<file path="src/rtl/lifo_ext.sv">
// lifo_ext: parametrised FWFT stack with bypass, threshold and sticky error flags.
// Optional high-water mark tracking enabled by defining LIFO_HWM_EN.
module lifo_ext #(
  parameter int DEPTH   = 8,
  parameter int DATA_W  = 32,
  parameter int AF_THR  = DEPTH - 1,
  parameter int AE_THR  = 1,
  parameter int DEPTH_W = $clog2(DEPTH + 1)
) (
  input  logic              clk,
  input  logic              nrst,
  input  logic              w_req,
  input  logic [DATA_W-1:0] w_data,
  input  logic              r_req,
  output logic [DATA_W-1:0] r_data,
  output logic [DEPTH_W-1:0] cnt,
  output logic              empty,
  output logic              full,
  output logic              almost_empty,
  output logic              almost_full,
  output logic              ovf,
  output logic              udf,
  input  logic              err_clr
`ifdef LIFO_HWM_EN
  ,
  input  logic              hwm_clr,
  output logic [DEPTH_W-1:0] hwm
`endif
);

  localparam int AW = (DEPTH > 1) ? $clog2(DEPTH) : 1;
  localparam logic [DEPTH_W-1:0] FULL_C = DEPTH_W'(DEPTH);
  localparam logic [DEPTH_W-1:0] AF_C   = DEPTH_W'(AF_THR);
  localparam logic [DEPTH_W-1:0] AE_C   = DEPTH_W'(AE_THR);

  logic [DATA_W-1:0]  mem [DEPTH];
  logic [DEPTH_W-1:0] cnt_nxt;
  logic [AW-1:0]      top_idx;
  logic [AW-1:0]      wr_idx;
  logic               push, pop, both;
  logic               do_push, do_pop, do_repl;
  logic               bypass;
  logic               wr_en;
  logic               ovf_set, udf_set;

  assign push    = w_req & ~r_req;
  assign pop     = r_req & ~w_req;
  assign both    = w_req & r_req;

  assign empty        = (cnt == '0);
  assign full         = (cnt == FULL_C);
  assign almost_empty = (cnt <= AE_C);
  assign almost_full  = (cnt >= AF_C);

  assign do_push = push & ~full;
  assign do_pop  = pop & ~empty;
  assign do_repl = both & ~empty;
  assign bypass  = both & empty;
  assign ovf_set = push & full;
  assign udf_set = pop & empty;

  assign top_idx = AW'(cnt - 1'b1);
  assign wr_en   = do_push | do_repl;
  assign wr_idx  = do_push ? AW'(cnt) : top_idx;

  always_comb begin
    r_data = '0;
    unique case (1'b1)
      bypass: r_data = w_data;
      !empty: r_data = mem[top_idx];
      default: ;
    endcase
  end

  always_comb begin
    cnt_nxt = cnt;
    unique case (1'b1)
      do_push: cnt_nxt = cnt + 1'b1;
      do_pop:  cnt_nxt = cnt - 1'b1;
      default: ;
    endcase
  end

  // Storage deliberately has no reset so it can map onto RAM.
  always_ff @(posedge clk) begin
    if (wr_en) mem[wr_idx] <= w_data;
  end

  always_ff @(posedge clk or negedge nrst) begin
    if (!nrst) begin
      cnt <= '0;
      ovf <= 1'b0;
      udf <= 1'b0;
    end else begin
      cnt <= cnt_nxt;
      ovf <= ovf_set | (ovf & ~err_clr);
      udf <= udf_set | (udf & ~err_clr);
    end
  end

`ifdef LIFO_HWM_EN
  always_ff @(posedge clk or negedge nrst) begin
    if (!nrst) begin
      hwm <= '0;
    end else if (hwm_clr) begin
      hwm <= cnt;
    end else if (cnt_nxt > hwm) begin
      hwm <= cnt_nxt;
    end
  end
`endif

endmodule

</file>
<file path="config.mk">
export PLATFORM = sky130hd
export DESIGN_NAME = lifo_ext
export DESIGN_NICKNAME = d
export VERILOG_FILES = /design/src/rtl/lifo_ext.sv
export SDC_FILE = /design/constraint.sdc
export NUM_CORES = 1
export LEC_CHECK = 0
export CAP_MARGIN = 20
export CELL_PAD_IN_SITES_DETAIL_PLACEMENT = 0
export CELL_PAD_IN_SITES_GLOBAL_PLACEMENT = 1
export CORE_UTILIZATION = 46
export DETAILED_ROUTE_END_ITERATION = 7
export PLACE_DENSITY = 0.73
export RECOVER_POWER = 25
export SYNTH_ARGS = -nofsm -noshare
export SYNTH_HDL_FRONTEND = slang
export SYNTH_SLANG_ARGS = --single-unit
</file>
<file path="constraint.sdc">
create_clock -name clk -period 3.65 [get_ports clk]
set_input_delay 0.5475 -clock clk [delete_from_list [all_inputs] [get_ports clk]]
set_output_delay 0.5475 -clock clk [all_outputs]
set_load 0.02 [all_outputs]
</file>
==> impl_results.html <==
<table>
<tr><th>Metric</th><th>Value</th></tr>
<tr><th colspan="2">STA</th></tr>
<tr><td>Setup repair after global routing missed its margin</td><td>true</td></tr>
<tr><td>Post-route worst setup slack</td><td>0.0763 ns</td></tr>
<tr><td>Final Max Slew Viols</td><td>0</td></tr>
<tr><td>Post-route fraction of the period consumed by the critical path</td><td>97.9%</td></tr>
<tr><td>Smallest hold slack</td><td>0.349 ns</td></tr>
<tr><td>Maximum clock frequency</td><td>280 MHz</td></tr>
<tr><td>Final setup TNS</td><td>0 ns</td></tr>
<tr><td>Number of setup violations in the final report</td><td>0</td></tr>
<tr><td>Final number of hold-violating endpoints</td><td>0</td></tr>
<tr><td>Slew at the pin closest to its max-slew limit</td><td>0.870 ns</td></tr>
<tr><td>Shortest period the worst path allows</td><td>3.57 ns</td></tr>
<tr><td>Skew final</td><td>0.0107 ns</td></tr>
<tr><td>Worst slew margin</td><td>41.8%</td></tr>
<tr><th colspan="2">Final layout</th></tr>
<tr><td>Antenna diode count</td><td>0</td></tr>
<tr><td>Final Instance Area</td><td>12800 sq um</td></tr>
<tr><td>Post-route core utilization</td><td>56.5%</td></tr>
<tr><td>Relative area change from synthesis to final layout</td><td>21.0%</td></tr>
<tr><td>Number of nets in the finished design</td><td>630</td></tr>
<tr><td>Final non-filler cell total</td><td>894</td></tr>
<tr><td>Layout cell share with drive strength beyond 1</td><td>21.7%</td></tr>
<tr><th colspan="2">Logic synthesis</th></tr>
<tr><td>Number of distinct standard cells referenced by the synthesized netlist</td><td>43</td></tr>
<tr><td>Syn Std Cell Area</td><td>10500 sq um</td></tr>
<tr><td>Largest family of logic cells by synthesized area</td><td>multiplexers</td></tr>
<tr><td>Post-synth EDFFs</td><td>256</td></tr>
<tr><td>Mux share of post-synthesis cell area</td><td>14.4%</td></tr>
<tr><td>Post-synthesis sequential element count</td><td>262</td></tr>
<tr><td>Synth Area in Compound Gates</td><td>4.22%</td></tr>
<tr><td>Total number of yosys warnings</td><td>0</td></tr>
<tr><td>Xor/xnor cell area share of the yosys netlist</td><td>0.249%</td></tr>
<tr><td>Adder and majority gate portion of the synthesized area</td><td>0.474%</td></tr>
<tr><td>Syn nets</td><td>525</td></tr>
<tr><td>Most common flop cell mapped by yosys</td><td>sky130_fd_sc_hd__edfxtp_1</td></tr>
<tr><td>Gate count after technology mapping</td><td>484</td></tr>
<tr><td>Sequential share of the synthesized area</td><td>74.3%</td></tr>
<tr><td>Mean post-synth cell area</td><td>21.8 sq um</td></tr>
<tr><td>Share of flip-flops with an asynchronous set or reset</td><td>2.29%</td></tr>
<tr><td>Simple-gate area share of the yosys netlist</td><td>3.90%</td></tr>
<tr><th colspan="2">GRT</th></tr>
<tr><td>Pin count of the biggest net entering global routing</td><td>74</td></tr>
<tr><td>Most heavily used metal layer in global routing</td><td>met2</td></tr>
<tr><td>First-pass GRT wire length</td><td>33.3 mm</td></tr>
<tr><td>Initial antenna violation count</td><td>0</td></tr>
<tr><td>Overflow after GRT</td><td>0</td></tr>
<tr><td>Fraction of met1 tracks used by global routing</td><td>25.4%</td></tr>
<tr><td>Overall fraction of global-route tracks in use</td><td>18.9%</td></tr>
<tr><td>Via count of the first global-routing pass</td><td>5518</td></tr>
<tr><td>Met2 layer usage reported by global route</td><td>32.5%</td></tr>
<tr><td>GR Layer Usage met3</td><td>2.92%</td></tr>
<tr><th colspan="2">Route</th></tr>
<tr><td>Post-DR wirelength/cell</td><td>24.1 microns</td></tr>
<tr><td>Remaining antenna violation count</td><td>0</td></tr>
<tr><td>1st-pass router iterations</td><td>4</td></tr>
<tr><td>Routed via count divided by cell count</td><td>5.84</td></tr>
<tr><td>Vias</td><td>5219</td></tr>
<tr><td>Wire length after detailed routing</td><td>21.6 mm</td></tr>
<tr><td>DR DRC count</td><td>0</td></tr>
<tr><td>DRC violation total after the first TritonRoute iteration</td><td>294</td></tr>
<tr><th colspan="2">Placement</th></tr>
<tr><td>Worst setup slack after placement</td><td>0.313 ns</td></tr>
<tr><td>Number of port buffers</td><td>78</td></tr>
<tr><td>Post-Place Cells</td><td>840</td></tr>
<tr><td>Sum of net half-perimeters after detailed placement</td><td>11.9 mm</td></tr>
<tr><td>Global placer's final weighted congestion</td><td>0.727</td></tr>
<tr><td>Cell area after placement</td><td>11800 sq um</td></tr>
<tr><th colspan="2">Setup path</th></tr>
<tr><td>Endpoint class of the critical path</td><td>output port</td></tr>
<tr><td>Critical Setup Path Class</td><td>reg -&gt; out</td></tr>
<tr><td>Setup slack of the most critical reg-to-reg path</td><td>0.84 ns</td></tr>
<tr><td>Critical path, cell by cell</td><td>buf_16 -&gt; mux4_1 -&gt; a221o_1 -&gt; clkdlybuf4s50_1</td></tr>
<tr><td>Cell family with the largest share of critical-path delay</td><td>buffers and inverters</td></tr>
<tr><td>Worst reg2reg endpoint</td><td>mem[5][12]$_DFFE_PP_</td></tr>
<tr><td>Startpoint of the worst register-to-register path</td><td>cnt[0]$_DFFE_PN0P_</td></tr>
<tr><td>CP Buf/Inv Count</td><td>2</td></tr>
<tr><td>Arrival time of the worst setup path</td><td>3.03 ns</td></tr>
<tr><td>Kind of launch point of the worst setup path</td><td>flop</td></tr>
<tr><td>Data required time at the worst endpoint</td><td>3.10 ns</td></tr>
<tr><td>Delay of the slowest critical-path stage</td><td>0.68 ns</td></tr>
<tr><td>Slowest cell on the critical path</td><td>sky130_fd_sc_hd__mux4_1</td></tr>
<tr><td>Reg2reg path depth</td><td>7</td></tr>
<tr><td>Worst Path Max Fanout</td><td>73</td></tr>
<tr><th colspan="2">Hold path</th></tr>
<tr><td>Hold Path Class</td><td>in -&gt; async</td></tr>
<tr><th colspan="2">Die</th></tr>
<tr><td>Height of the chip</td><td>153 microns</td></tr>
<tr><td>Initial cell density of the core</td><td>46.7%</td></tr>
<tr><td>Area of the die</td><td>23500 sq um</td></tr>
<tr><td>Die W</td><td>153 microns</td></tr>
<tr><td>Core area</td><td>22600 sq um</td></tr>
<tr><td>Total I/O pin count</td><td>79</td></tr>
<tr><td>Placement Rows</td><td>55</td></tr>
<tr><th colspan="2">Outcome</th></tr>
<tr><td>Result of the run</td><td>finished clean</td></tr>
<tr><th colspan="2">Clocking</th></tr>
<tr><td>Buffer levels on the longest clock path</td><td>3</td></tr>
<tr><td>Worst-path clk slew</td><td>0.06 ns</td></tr>
<tr><td>CTS tree</td><td>yes</td></tr>
<tr><td>CTS buffer count</td><td>27</td></tr>
<tr><td>Maximum level of the CTS H-tree</td><td>1</td></tr>
<tr><td>Worst skew pair latency</td><td>0.53 ns</td></tr>
<tr><td>Clk sinks</td><td>262</td></tr>
<tr><td>Root Buffer Master</td><td>sky130_fd_sc_hd__clkbuf_16</td></tr>
<tr><th colspan="2">Pwr</th></tr>
<tr><td>Overall power</td><td>12.3 mW</td></tr>
<tr><td>Maximum resistive drop on vdd</td><td>0.553 mV</td></tr>
<tr><td>PD cells</td><td>965 nW/um^2</td></tr>
<tr><td>Leakage power</td><td>4.18 nW</td></tr>
<tr><th colspan="2">Job</th></tr>
<tr><td>Number of max-cap violations</td><td>0</td></tr>
</table>
report_power, final:
group / switching, mW / total [mW] / internal, mW
registers: 0.128 / 4.01 / 3.88
clock network: 1.09 / 2.86 / 1.77
logic: 2.83 / 5.45 / 2.62
worst register-to-register path: stages, from the launching register on:
cell and delay, ns:
sky130_fd_sc_hd__dfrtp_4 0.51, sky130_fd_sc_hd__inv_2 0.15, sky130_fd_sc_hd__ha_2 0.30, sky130_fd_sc_hd__nand3b_1 0.18, sky130_fd_sc_hd__nand2_1 0.23, sky130_fd_sc_hd__a31oi_1 0.24
sky130_fd_sc_hd__nor2_4 0.41, sky130_fd_sc_hd__buf_4 0.45
cells in the mapped netlist, types with 4 or more instances:
cell type | count | area [sq um]
sky130_fd_sc_hd__mux4_1 | 20 | 526
sky130_fd_sc_hd__buf_6 | 5 | 56.3
sky130_fd_sc_hd__inv_1 | 4 | 15.0
sky130_fd_sc_hd__nor2b_1 | 34 | 213
sky130_fd_sc_hd__a221o_1 | 32 | 320
sky130_fd_sc_hd__a31oi_1 | 4 | 25.0
sky130_fd_sc_hd__nand2_1 | 4 | 15.0
sky130_fd_sc_hd__nor2_1 | 10 | 37.5
sky130_fd_sc_hd__clkbuf_1 | 6 | 22.5
sky130_fd_sc_hd__dfrtp_1 | 6 | 150
sky130_fd_sc_hd__edfxtp_1 | 256 | 7690
sky130_fd_sc_hd__buf_4 | 4 | 30.0
sky130_fd_sc_hd__buf_12 | 4 | 80.1
sky130_fd_sc_hd__nor4_1 | 4 | 25.0
sky130_fd_sc_hd__mux4_2 | 44 | 991
sky130_fd_sc_hd__buf_2 | 9 | 45.0
sky130_fd_sc_hd__ha_1 | 4 | 50.1
registers in the layout, indices dropped and copies added (netlist names):
register and count:
mem 256, cnt 4, ovf 1, udf 1
timing repair:
action / CTS / global route
setup endpoints to repair: 32 / 21
gates resized for setup: 4 / 4
hold buffers: 0 / 0
pin swaps: 2 / 0
buffers inserted: 4 / 0
gates cloned: 1 / 0
hold endpoints to repair: 0 / 0
how the worst max path moves through the flow:
stage | start | endpoint | slack, ns | depth (start not counted)
3_5_place_dp | cnt[0]$_DFFE_PN0P_ | r_data[19] | 0.31 | 6
3_3_place_gp | cnt[0]$_DFFE_PN0P_ | r_data[19] | 0.32 | 6
6_report | cnt[0]$_DFFE_PN0P_ | r_data[18] | 0.08 | 4
2_1_floorplan | cnt[0]$_DFFE_PN0P_ | mem[0][0]$_DFFE_PP_ | -0.15 | 9
5_1_grt | cnt[0]$_DFFE_PN0P_ | r_data[18] | -0.04 | 4
4_1_cts | cnt[0]$_DFFE_PN0P_ | r_data[18] | 0.02 | 4
cell families after synthesis:
group	Yosys count
flip-flops	262
buffers and inverters	35
adder cells (fa/ha/maj)	4
AND/OR/NAND/NOR	67
AO/OA/AOI/OAI	49
XOR/XNOR	3
multiplexers	64
per-layer routing:
metal,vias up,wire (microns)
li1,2278,-
met1,2730,8890
met2,178,10900
met4,0,430
met5,-,0
met3,33,1310
area by class of cell:
type / count / area [sq um]
Timing Repair Buffer: 103 / 1060
Sequential cell: 262 / 7840
Inverter: 7 / 26.3
Clock inverter: 19 / 240
Tap cell: 285 / 357
Multi-Input combinational cell: 188 / 2560
Fill cell: 1676 / 9810
Clock buffer: 30 / 687
layout by cell type (no fill, tap or decap), drive strengths merged, types with 2 or more instances in the layout:
master,count
o21ai,2
dfrtp,6
nor3,2
nor3b,2
clkdlybuf4s50,57
dlygate4sd3,19
a21oi,4
edfxtp,256
o22ai,2
clkbuf,30
clkinv,12
a31oi,4
dlymetal6s2s,2
nand2,4
nor2b,36
nor2,12
ha,4
bufinv,6
nand3b,2
buf,25
nor4,4
a221o,32
inv,7
mux4,64
nand2b,2
xnor2,2
(Power assumes the default switching activity.)
